==> src/rtl/img_proc_pkg.sv <==
// Shared widths and state type for the pixel-stream image processing blocks.
package img_proc_pkg;

    localparam int unsigned COORD_W = 11;
    localparam int unsigned CNT_W   = 20;

    localparam logic [COORD_W-1:0] COORD_MAX = '1;

    typedef enum logic [1:0] {
        ST_IDLE  = 2'd0,
        ST_SCAN  = 2'd1,
        ST_LATCH = 2'd2
    } bbox_state_t;

endpackage

==> src/rtl/run_filter.sv <==
// Horizontal run-length qualifier: a white pixel qualifies once it completes
// a run of at least MIN_RUN consecutive white data-enable pixels.
module run_filter
    import img_proc_pkg::*;
#(
    parameter int unsigned MIN_RUN = 3
) (
    input  logic clk,
    input  logic rst,
    input  logic de,
    input  logic monoc,
    output logic qualified,
    output logic run_start
);

    localparam int unsigned RW = $clog2(MIN_RUN + 1);
    localparam logic [RW-1:0] RUN_SAT = RW'(MIN_RUN);
    localparam logic [RW:0]   RUN_REQ = (RW + 1)'(MIN_RUN);

    logic [RW-1:0] run_cnt;
    logic [RW:0]   run_incl;
    logic          white;

    assign white    = de & monoc;
    // Run length including the pixel currently presented.
    assign run_incl = {1'b0, run_cnt} + (RW + 1)'(1);

    assign qualified = white & (run_incl >= RUN_REQ);
    assign run_start = white & (run_incl == RUN_REQ);

    always_ff @(posedge clk) begin
        if (rst || !white) begin
            run_cnt <= '0;
        end else if (run_cnt != RUN_SAT) begin
            run_cnt <= run_cnt + RW'(1);
        end
    end

endmodule

==> src/rtl/bbox_detect.sv <==
// Bounding box of qualified white runs in a binarized video stream, reported
// once per frame on the vsync rising edge; video is passed through one cycle late.
module bbox_detect
    import img_proc_pkg::*;
#(
    parameter int unsigned IMG_W   = 640,
    parameter int unsigned IMG_H   = 480,
    parameter int unsigned MIN_RUN = 3,
    parameter int unsigned MIN_PIX = 64
) (
    input  logic               clk,
    input  logic               rst,
    input  logic               pre_frame_vsync,
    input  logic               pre_frame_hsync,
    input  logic               pre_frame_de,
    input  logic               monoc,
    output logic               post_frame_vsync,
    output logic               post_frame_hsync,
    output logic               post_frame_de,
    output logic               post_monoc,
    output logic [COORD_W-1:0] box_left,
    output logic [COORD_W-1:0] box_right,
    output logic [COORD_W-1:0] box_top,
    output logic [COORD_W-1:0] box_bottom,
    output logic               box_valid,
    output logic               box_update,
    output logic [CNT_W-1:0]   pix_cnt
);

    localparam logic [COORD_W-1:0] X_MAX      = COORD_W'(IMG_W - 1);
    localparam logic [COORD_W-1:0] Y_MAX      = COORD_W'(IMG_H - 1);
    localparam logic [COORD_W-1:0] LEFT_BACK  = COORD_W'(MIN_RUN - 1);
    localparam logic [CNT_W-1:0]   PIX_THRESH = CNT_W'(MIN_PIX);

    bbox_state_t state, state_next;

    logic               vsync_d;
    logic               de_d;
    logic               vs_rise;
    logic               de_fall;
    logic [COORD_W-1:0] x_cnt;
    logic [COORD_W-1:0] y_cnt;
    logic [COORD_W-1:0] left_cand;
    logic               qualified;
    logic               run_start;
    logic               acc_en;
    logic               acc_clr;
    logic               do_latch;
    logic [COORD_W-1:0] min_x;
    logic [COORD_W-1:0] max_x;
    logic [COORD_W-1:0] min_y;
    logic [COORD_W-1:0] max_y;
    logic [CNT_W-1:0]   cnt;

    assign vs_rise = pre_frame_vsync & ~vsync_d;
    assign de_fall = de_d & ~pre_frame_de;

    // The first qualified pixel of a run stands for the whole run behind it.
    assign left_cand = run_start ? (x_cnt - LEFT_BACK) : x_cnt;

    run_filter #(
        .MIN_RUN (MIN_RUN)
    ) u_run_filter (
        .clk       (clk),
        .rst       (rst),
        .de        (pre_frame_de),
        .monoc     (monoc),
        .qualified (qualified),
        .run_start (run_start)
    );

    always_ff @(posedge clk) begin
        if (rst) begin
            vsync_d          <= 1'b0;
            de_d             <= 1'b0;
            post_frame_vsync <= 1'b0;
            post_frame_hsync <= 1'b0;
            post_frame_de    <= 1'b0;
            post_monoc       <= 1'b0;
        end else begin
            vsync_d          <= pre_frame_vsync;
            de_d             <= pre_frame_de;
            post_frame_vsync <= pre_frame_vsync;
            post_frame_hsync <= pre_frame_hsync;
            post_frame_de    <= pre_frame_de;
            post_monoc       <= monoc;
        end
    end

    always_ff @(posedge clk) begin
        if (rst) begin
            x_cnt <= '0;
        end else if (pre_frame_de) begin
            if (x_cnt != X_MAX) begin
                x_cnt <= x_cnt + COORD_W'(1);
            end
        end else if (de_fall) begin
            x_cnt <= '0;
        end
    end

    always_ff @(posedge clk) begin
        if (rst || vs_rise) begin
            y_cnt <= '0;
        end else if (de_fall && (y_cnt != Y_MAX)) begin
            y_cnt <= y_cnt + COORD_W'(1);
        end
    end

    always_ff @(posedge clk) begin
        if (rst) begin
            state <= ST_IDLE;
        end else begin
            state <= state_next;
        end
    end

    // A vsync rise in SCAN closes the frame, so that cycle's pixel is dropped.
    always_comb begin
        state_next = state;
        acc_en     = 1'b0;
        acc_clr    = 1'b0;
        do_latch   = 1'b0;
        case (state)
            ST_IDLE: begin
                if (vs_rise) begin
                    state_next = ST_SCAN;
                end
            end
            ST_SCAN: begin
                if (vs_rise) begin
                    state_next = ST_LATCH;
                end else begin
                    acc_en = qualified;
                end
            end
            ST_LATCH: begin
                do_latch   = 1'b1;
                acc_clr    = 1'b1;
                state_next = ST_SCAN;
            end
            default: begin
                state_next = ST_IDLE;
            end
        endcase
    end

    always_ff @(posedge clk) begin
        if (rst || acc_clr) begin
            min_x <= COORD_MAX;
            max_x <= '0;
            min_y <= COORD_MAX;
            max_y <= '0;
            cnt   <= '0;
        end else if (acc_en) begin
            if (left_cand < min_x) begin
                min_x <= left_cand;
            end
            if (x_cnt > max_x) begin
                max_x <= x_cnt;
            end
            if (y_cnt < min_y) begin
                min_y <= y_cnt;
            end
            if (y_cnt > max_y) begin
                max_y <= y_cnt;
            end
            if (cnt != '1) begin
                cnt <= cnt + CNT_W'(1);
            end
        end
    end

    always_ff @(posedge clk) begin
        if (rst) begin
            box_left   <= '0;
            box_right  <= '0;
            box_top    <= '0;
            box_bottom <= '0;
            box_valid  <= 1'b0;
            box_update <= 1'b0;
            pix_cnt    <= '0;
        end else begin
            box_update <= do_latch;
            if (do_latch) begin
                pix_cnt <= cnt;
                if (cnt >= PIX_THRESH) begin
                    box_left   <= min_x;
                    box_right  <= max_x;
                    box_top    <= min_y;
                    box_bottom <= max_y;
                    box_valid  <= 1'b1;
                end else begin
                    box_left   <= '0;
                    box_right  <= '0;
                    box_top    <= '0;
                    box_bottom <= '0;
                    box_valid  <= 1'b0;
                end
            end
        end
    end

endmodule

==> config.mk <==
export PLATFORM = sky130hd
export DESIGN_NAME = bbox_detect
export DESIGN_NICKNAME = d
export VERILOG_FILES = /design/src/rtl/img_proc_pkg.sv /design/src/rtl/run_filter.sv /design/src/rtl/bbox_detect.sv
export SDC_FILE = /design/constraint.sdc
export NUM_CORES = 1
export LEC_CHECK = 0
export ABC_AREA = 1
export CELL_PAD_IN_SITES_DETAIL_PLACEMENT = 1
export CELL_PAD_IN_SITES_GLOBAL_PLACEMENT = 2
export CORE_MARGIN = 1.5
export CORE_UTILIZATION = 32
export CTS_BUF_LIST = sky130_fd_sc_hd__clkbuf_16
export DETAILED_ROUTE_END_ITERATION = 7
export GPL_TIMING_DRIVEN = 0
export PLACE_DENSITY = 0.91
export SLEW_MARGIN = 10
export SYNTH_ARGS = -nofsm -noshare
export SYNTH_HDL_FRONTEND = slang
export SYNTH_SLANG_ARGS = --single-unit
==> constraint.sdc <==
create_clock -name clk -period 3 [get_ports clk]
set_input_delay 0.3 -clock clk [delete_from_list [all_inputs] [get_ports clk]]
set_output_delay 0.3 -clock clk [all_outputs]
set_load 0.05 [all_outputs]
# --- Word-level counts from Yosys, hierarchy flattened ---
# Index checks and enable logic that the tools add are counted.
classes:
  n_reduce_logical: 14
  n_bitwise: 7
  muxes: 15
  shifts: 0
  magnitude_cmp: 6
  n_mul: 0
  div: 0
  n_addsub: 6
  n_eq_ne: 10
ops:
  columns: ["cell", "n"]
  rows:
  - ["11-bit two-way mux", 8]
  - ["11-bit by 1-bit adder with 11-bit output (second input constant)", 2]
  - ["11-bit greater-than comparator", 2]
  - ["11-bit less-than comparator", 2]
  - ["20-bit by 1-bit adder with 20-bit output (second input constant)", 1]
  - ["20-bit by 7-bit >= comparator with 1-bit output (second input constant)", 1]
  - ["20-bit != test (second input constant)", 1]
  - ["2-bit AND reduction", 7]
  - ["11-bit by 10-bit != test with 1-bit output (second input constant)", 1]
  - ["11-bit by 9-bit != test with 1-bit output (second input constant)", 1]
  - ["11-bit by 2-bit subtractor with 11-bit output (second input constant)", 1]
  - ["2-bit != test (second input constant)", 3]
  - ["2-bit one-hot mux with 3 select lines", 1]
  - ["1-bit bitwise AND", 5]
  - ["1-bit two-way mux", 4]
  - ["2-bit two-way mux", 2]
  - ["2-bit by 1-bit adder with 3-bit output (second input constant)", 1]
  - ["3-bit by 2-bit == test with 1-bit output (second input constant)", 1]
  - ["3-bit by 2-bit >= comparator with 1-bit output (second input constant)", 1]
  - ["1-bit logical OR", 3]
  - ["2-bit by 1-bit adder with 2-bit output (second input constant)", 1]
  - ["2-bit by 1-bit == test with 1-bit output (second input constant)", 1]
  - ["2-bit == test (second input constant)", 1]
  - ["2-bit logical NOT", 1]
  - ["5 further kinds", 6]
word_totals:
  rom_bits: 0
  latch_bits: 0
  n_memories: 0
  out_inout_bits: 70
  regBits: 160
  input_bits: 6
  ramBits: 0
  wordCells: 78

# --- Logic depth before layout (Yosys ltp) ---
logic_depth:
  ltp_word: 6
  ltp_mapped: 19
  ltp_nobuf: 19

# --- Cells and area by module ---
# Synthesis repeated with hierarchy kept, for this count alone.
hier_totals:
  hier_cells: 1109
  hier_area_um2: 7827.5
by_module_without_submodules:
  columns: ["mod", "cells_each", "seq_area_each_um2", "area_each_um2", "n_inst"]
  rows:
  - ["bbox_detect", 1087, 3163.0, 7682.4, 1]
  - ["run_filter", 22, 40.0, 145.1, 1]

# --- Worst setup path before layout ---
# Ideal clock, no wire load.
synth_timing:
  path_kind: "register to register"
  startpoint: "register u_run_filter.run_cnt[0]"
  endpoint: "register min_x[6]"
  synth_period_minus_slack_ns: 2.391
  setup_ns: 0.134
  setup_slack_ns: 0.609
  required_ns: 2.866
  stages_incl_launch_ff: 17
  arrival_time_ns: 2.258
  path_buffers: 0
  cell_sequence: "dfxtp_1 inv_1 ha_1 inv_1 nor2_4 nand4_1 inv_1 nand4_1 and2_1 ha_1 nand2_1 nor2_1 nand3_1 nand3_1 clkinv_1 nand2_1 nand3_1"
synth_between:
  elab_chain_cells: 6
  word_cells_on_any_way: 10
  classes_between: "add/sub: 1; order compare: 2; eq/ne: 1; mux: 3; bitwise: 2; reduce/logical: 1"
synth_lines:
  columns: ["element", "line_no", "rtl"]
  rows:
  - ["from (decl)", "run_filter.sv:20", "logic [RW-1:0] run_cnt;"]
  - ["from (signal assigned)", "run_filter.sv:35", "run_cnt <= run_cnt + RW'(1);"]
  - ["2-bit by 1-bit adder with 3-bit output", "run_filter.sv:26", "assign run_incl = {1'b0, run_cnt} + (RW + 1)'(1);"]
  - ["via u_run_filter.run_incl[0]", "run_filter.sv:21", "logic [RW:0] run_incl;"]
  - ["3-bit by 2-bit == test with 1-bit output", "run_filter.sv:29", "assign run_start = white & (run_incl == RUN_REQ);"]
  - ["1-bit bitwise AND", "run_filter.sv:29", null]
  - ["11-bit two-way mux", "bbox_detect.sv:59", "assign left_cand = run_start ? (x_cnt - LEFT_BACK) : x_cnt;"]
  - ["via left_cand[9]", "bbox_detect.sv:43", "logic [COORD_W-1:0] left_cand;"]
  - ["11-bit less-than comparator", "bbox_detect.sv:156", "if (left_cand < min_x) begin"]
  - ["2-bit AND reduction (no line)", null, null]
  - ["to (signal assigned)", "bbox_detect.sv:157", "min_x <= left_cand;"]
  - ["to (decl)", "bbox_detect.sv:49", "logic [COORD_W-1:0] min_x;"]
# The timed path passes the listed nets, and every way through them passes these cells.
# A chain may end at the register's enable or synchronous reset.

# --- Worst setup path in the final report ---
layout_timing:
  startpoint: "register u_run_filter.run_cnt[0]"
  endpoint: "register min_x[4]"
# The elaborated chain is that of the path after synthesis.

==> results.cfg <==
[worst_hold_path]
hold_start = pre_frame_hsync
holdPathStages = 3
min_to = post_frame_hsync$_SDFF_PP0_
min_path_type = input port to register

[timing]
slew_headroom_pct = 62.2
drv_slew = 0
skew_ns = 0.00764
min_period_ns = 2.77
hold_viol = 0
fmax_mhz = 361
worst_slew_pin_slew_ns = 0.567
final.period_utilization_pct = 92.4
finalSetupViolCount = 0

[floorplan]
fp.coreArea_um2 = 24200
die_width_um = 160
start_util_pct = 32.6
rows = 57
die_area_um2 = 25700
fp.dieH_um = 160
ios = 76

[critical_path]
r2r_start = u_run_filter.run_cnt[0]$_SDFFE_PP0P_
r2r-end = min_x[4]$_SDFFE_PP1P_
ff2ff_path_depth = 16
arrival_ns = 3.06
worstPathMaxFanout = 6
critPathRequiredTime_ns = 3.29
crit_type = register to register
end_kind = register
worstSetupStartpointType = register
crit_start = u_run_filter.run_cnt[0]$_SDFFE_PP0P_
rrSetupSlack_ns = 0.23

[placed_design]
hpwl_mm = 17.0
io_buffer_count = 75
gp_congestion = 0.874
place_inst = 1550

[cells_and_area]
num-nets-final = 1307
fin_cells = 1587
reg_top3 = cnt (20), pix_cnt (20)
postLayoutCoreUtil_pct = 40.0
mostFrequentLayoutCell = nand2_1
n_antenna_cell = 0
areaGrowthSynthToFinish_pct = 22.6
layout-drive-gt1-share_pct = 5.94
layout_common_cells = 419 x nand2_1, 160 x dfxtp_1, 117 x inv_1, 109 x nor2_1, 75 x clkdlybuf4s50_1

[global_route]
grt_pass1_vias = 7624
grt_use_met2_pct = 30.7
grt_max_degree = 17
grt.met1_usage_pct = 24.8
antenna_found_initial = 0
grt_usage_pct = 18.5
grt-busiest-layer = met2
grt_pass1_wl_mm = 38.1
overflow = 0
use_met3_pct = 2.96

[power_and_ir_drop]
irDropWorstVdd_uv = 322
power_density_nw_per_um2 = 459
p_leak_nw = 4.47

[cts]
cts-root-buf = clkbuf_16
cts_tree = built
cts_hold_buf = 0
clockBufferDepth = 2
cts.sinks = 160
h-tree-depth = 4
cts_buffers = 17
insertion_delay_ns = 0.43
clk_pin_slew_worst_paths_ns = 0.07

[logic_synthesis]
synth_cell_types = 35
ys_warn_count = 0
syn-num-nets = 1208
syn_area_per_cell_um2 = 6.87
netlist_instances = 1151
seq_area_frac_synth_pct = 40.5
ys_seq_elements = 160
netlist_area_um2 = 7910

[detailed_routing]
drt_pass1_iterations = 4
drcViolationCount = 0
vias = 7404
post_drt_wl_per_cell_um = 14.4
antenna_left = 0
initialDrtViolationCount = 311
routed_wirelength_mm = 22.8
vias_per_cell = 4.67

[job]
cap_violations = 0

[outcome]
outcome = completed
logic make-up after synthesis:
group                    count (synthesis)  synth area share [%]
AND/OR/NAND/NOR                        655                  33.9
buffers and inverters                  163                  8.58
flip-flops                             160                  40.5
adder cells (fa/ha/maj)                 51                  8.07
XOR/XNOR                                19                  2.10
AO/OA/AOI/OAI                          103                  6.82
cell usage after synthesis, drive strengths merged:
cell    number  area share, %
a211oi       1          0.095
a21boi       1          0.095
a21o         1          0.095
a21oi       66            4.2
a22o         2           0.22
and2         2           0.16
buf         26            2.0
clkbuf      15           0.71
clkinv       2          0.095
dfxtp      160             41
ha          51            8.1
inv        120            5.7
nand2      424             20
nand3       77            4.9
nand4       25            2.0
nor2       114            5.7
nor3        12           0.76
nor4         1          0.079
o211ai       1          0.095
o21a         1          0.095
o21ai       29            1.8
o311ai       1           0.11
xnor2        1           0.11
xor2        18            2.0
layer usage:
| layer | vias to the layer above | part of all wire, % |
|---|---|---|
| met5 | - | 0 |
| li1 | 3824 | - |
| met3 | 22 | 2.6 |
| met2 | 92 | 45 |
| met1 | 3466 | 51 |
| met4 | 0 | 1.3 |
critical path, cell delays in order (launching register included):
cell and delay, ns:
dfxtp_1 0.35, inv_1 0.07, ha_1 0.15, inv_1 0.07, nor2_4 0.19, nand4_1 0.17, inv_2 0.11, nand4_1 0.13
and2_1 0.21, ha_1 0.30, nand2_1 0.06, nor2_1 0.16, nand3_1 0.12, nand3_2 0.17, clkinvlp_4 0.18, nand2_1 0.10
nand3_1 0.07
how the worst max path moves through the flow:
stage          cells after the start                    end
2_1_floorplan                     16  min_x[6]$_SDFFE_PP1P_
3_3_place_gp                      15  min_x[6]$_SDFFE_PP1P_
3_5_place_dp                      15  min_x[4]$_SDFFE_PP1P_
4_1_cts                           19  min_x[4]$_SDFFE_PP1P_
5_1_grt                           16  min_x[4]$_SDFFE_PP1P_
6_report                          16  min_x[4]$_SDFFE_PP1P_
metrics by stage:
stage               worst slack, ns  area (um2)  setup TNS (ns)  power [mW]  hold slack, ns
floorplan                     0.609        7910               0        2.29           0.407
global placement             -0.295        9060           -2.99        2.35           0.431
detailed placement           -0.364        9060           -3.67        2.36           0.440
CTS                          0.0185        9630               0        4.50           0.373
global route                -0.0230        9700         -0.0633        4.61           0.392
finish                        0.228        9700               0        4.45           0.386
power breakdown:
group / total (mW) / internal (mW) / leakage, nW / switching (mW)
clock: 2.14 / 1.22 / 0.281 / 0.927
sequential: 2.14 / 2.13 / 1.29 / 0.00967
combinational: 0.164 / 0.0433 / 2.90 / 0.121
total: 4.45 / 3.39 / 4.47 / 1.06
final cells by class:
| class | instances | area, um2 |
|---|---|---|
| Tap cell | 324 | 405 |
| Fill cell | 3113 | 14600 |
| Sequential cell | 160 | 3200 |
| Timing Repair inverter | 1 | 7.51 |
| Clock buffer | 17 | 425 |
| Timing Repair Buffer | 79 | 781 |
| Clock inverter | 15 | 145 |
| Buffer | 41 | 220 |
| Inverter | 122 | 464 |
| Multi-Input combinational cell | 828 | 4040 |
timing repair:
action                                  in CTS  in global routing
gates resized for setup                      0                  9
endpoints found under the setup margin       0                 11
buffers inserted                             0                  4
(Power assumes the default switching activity.)
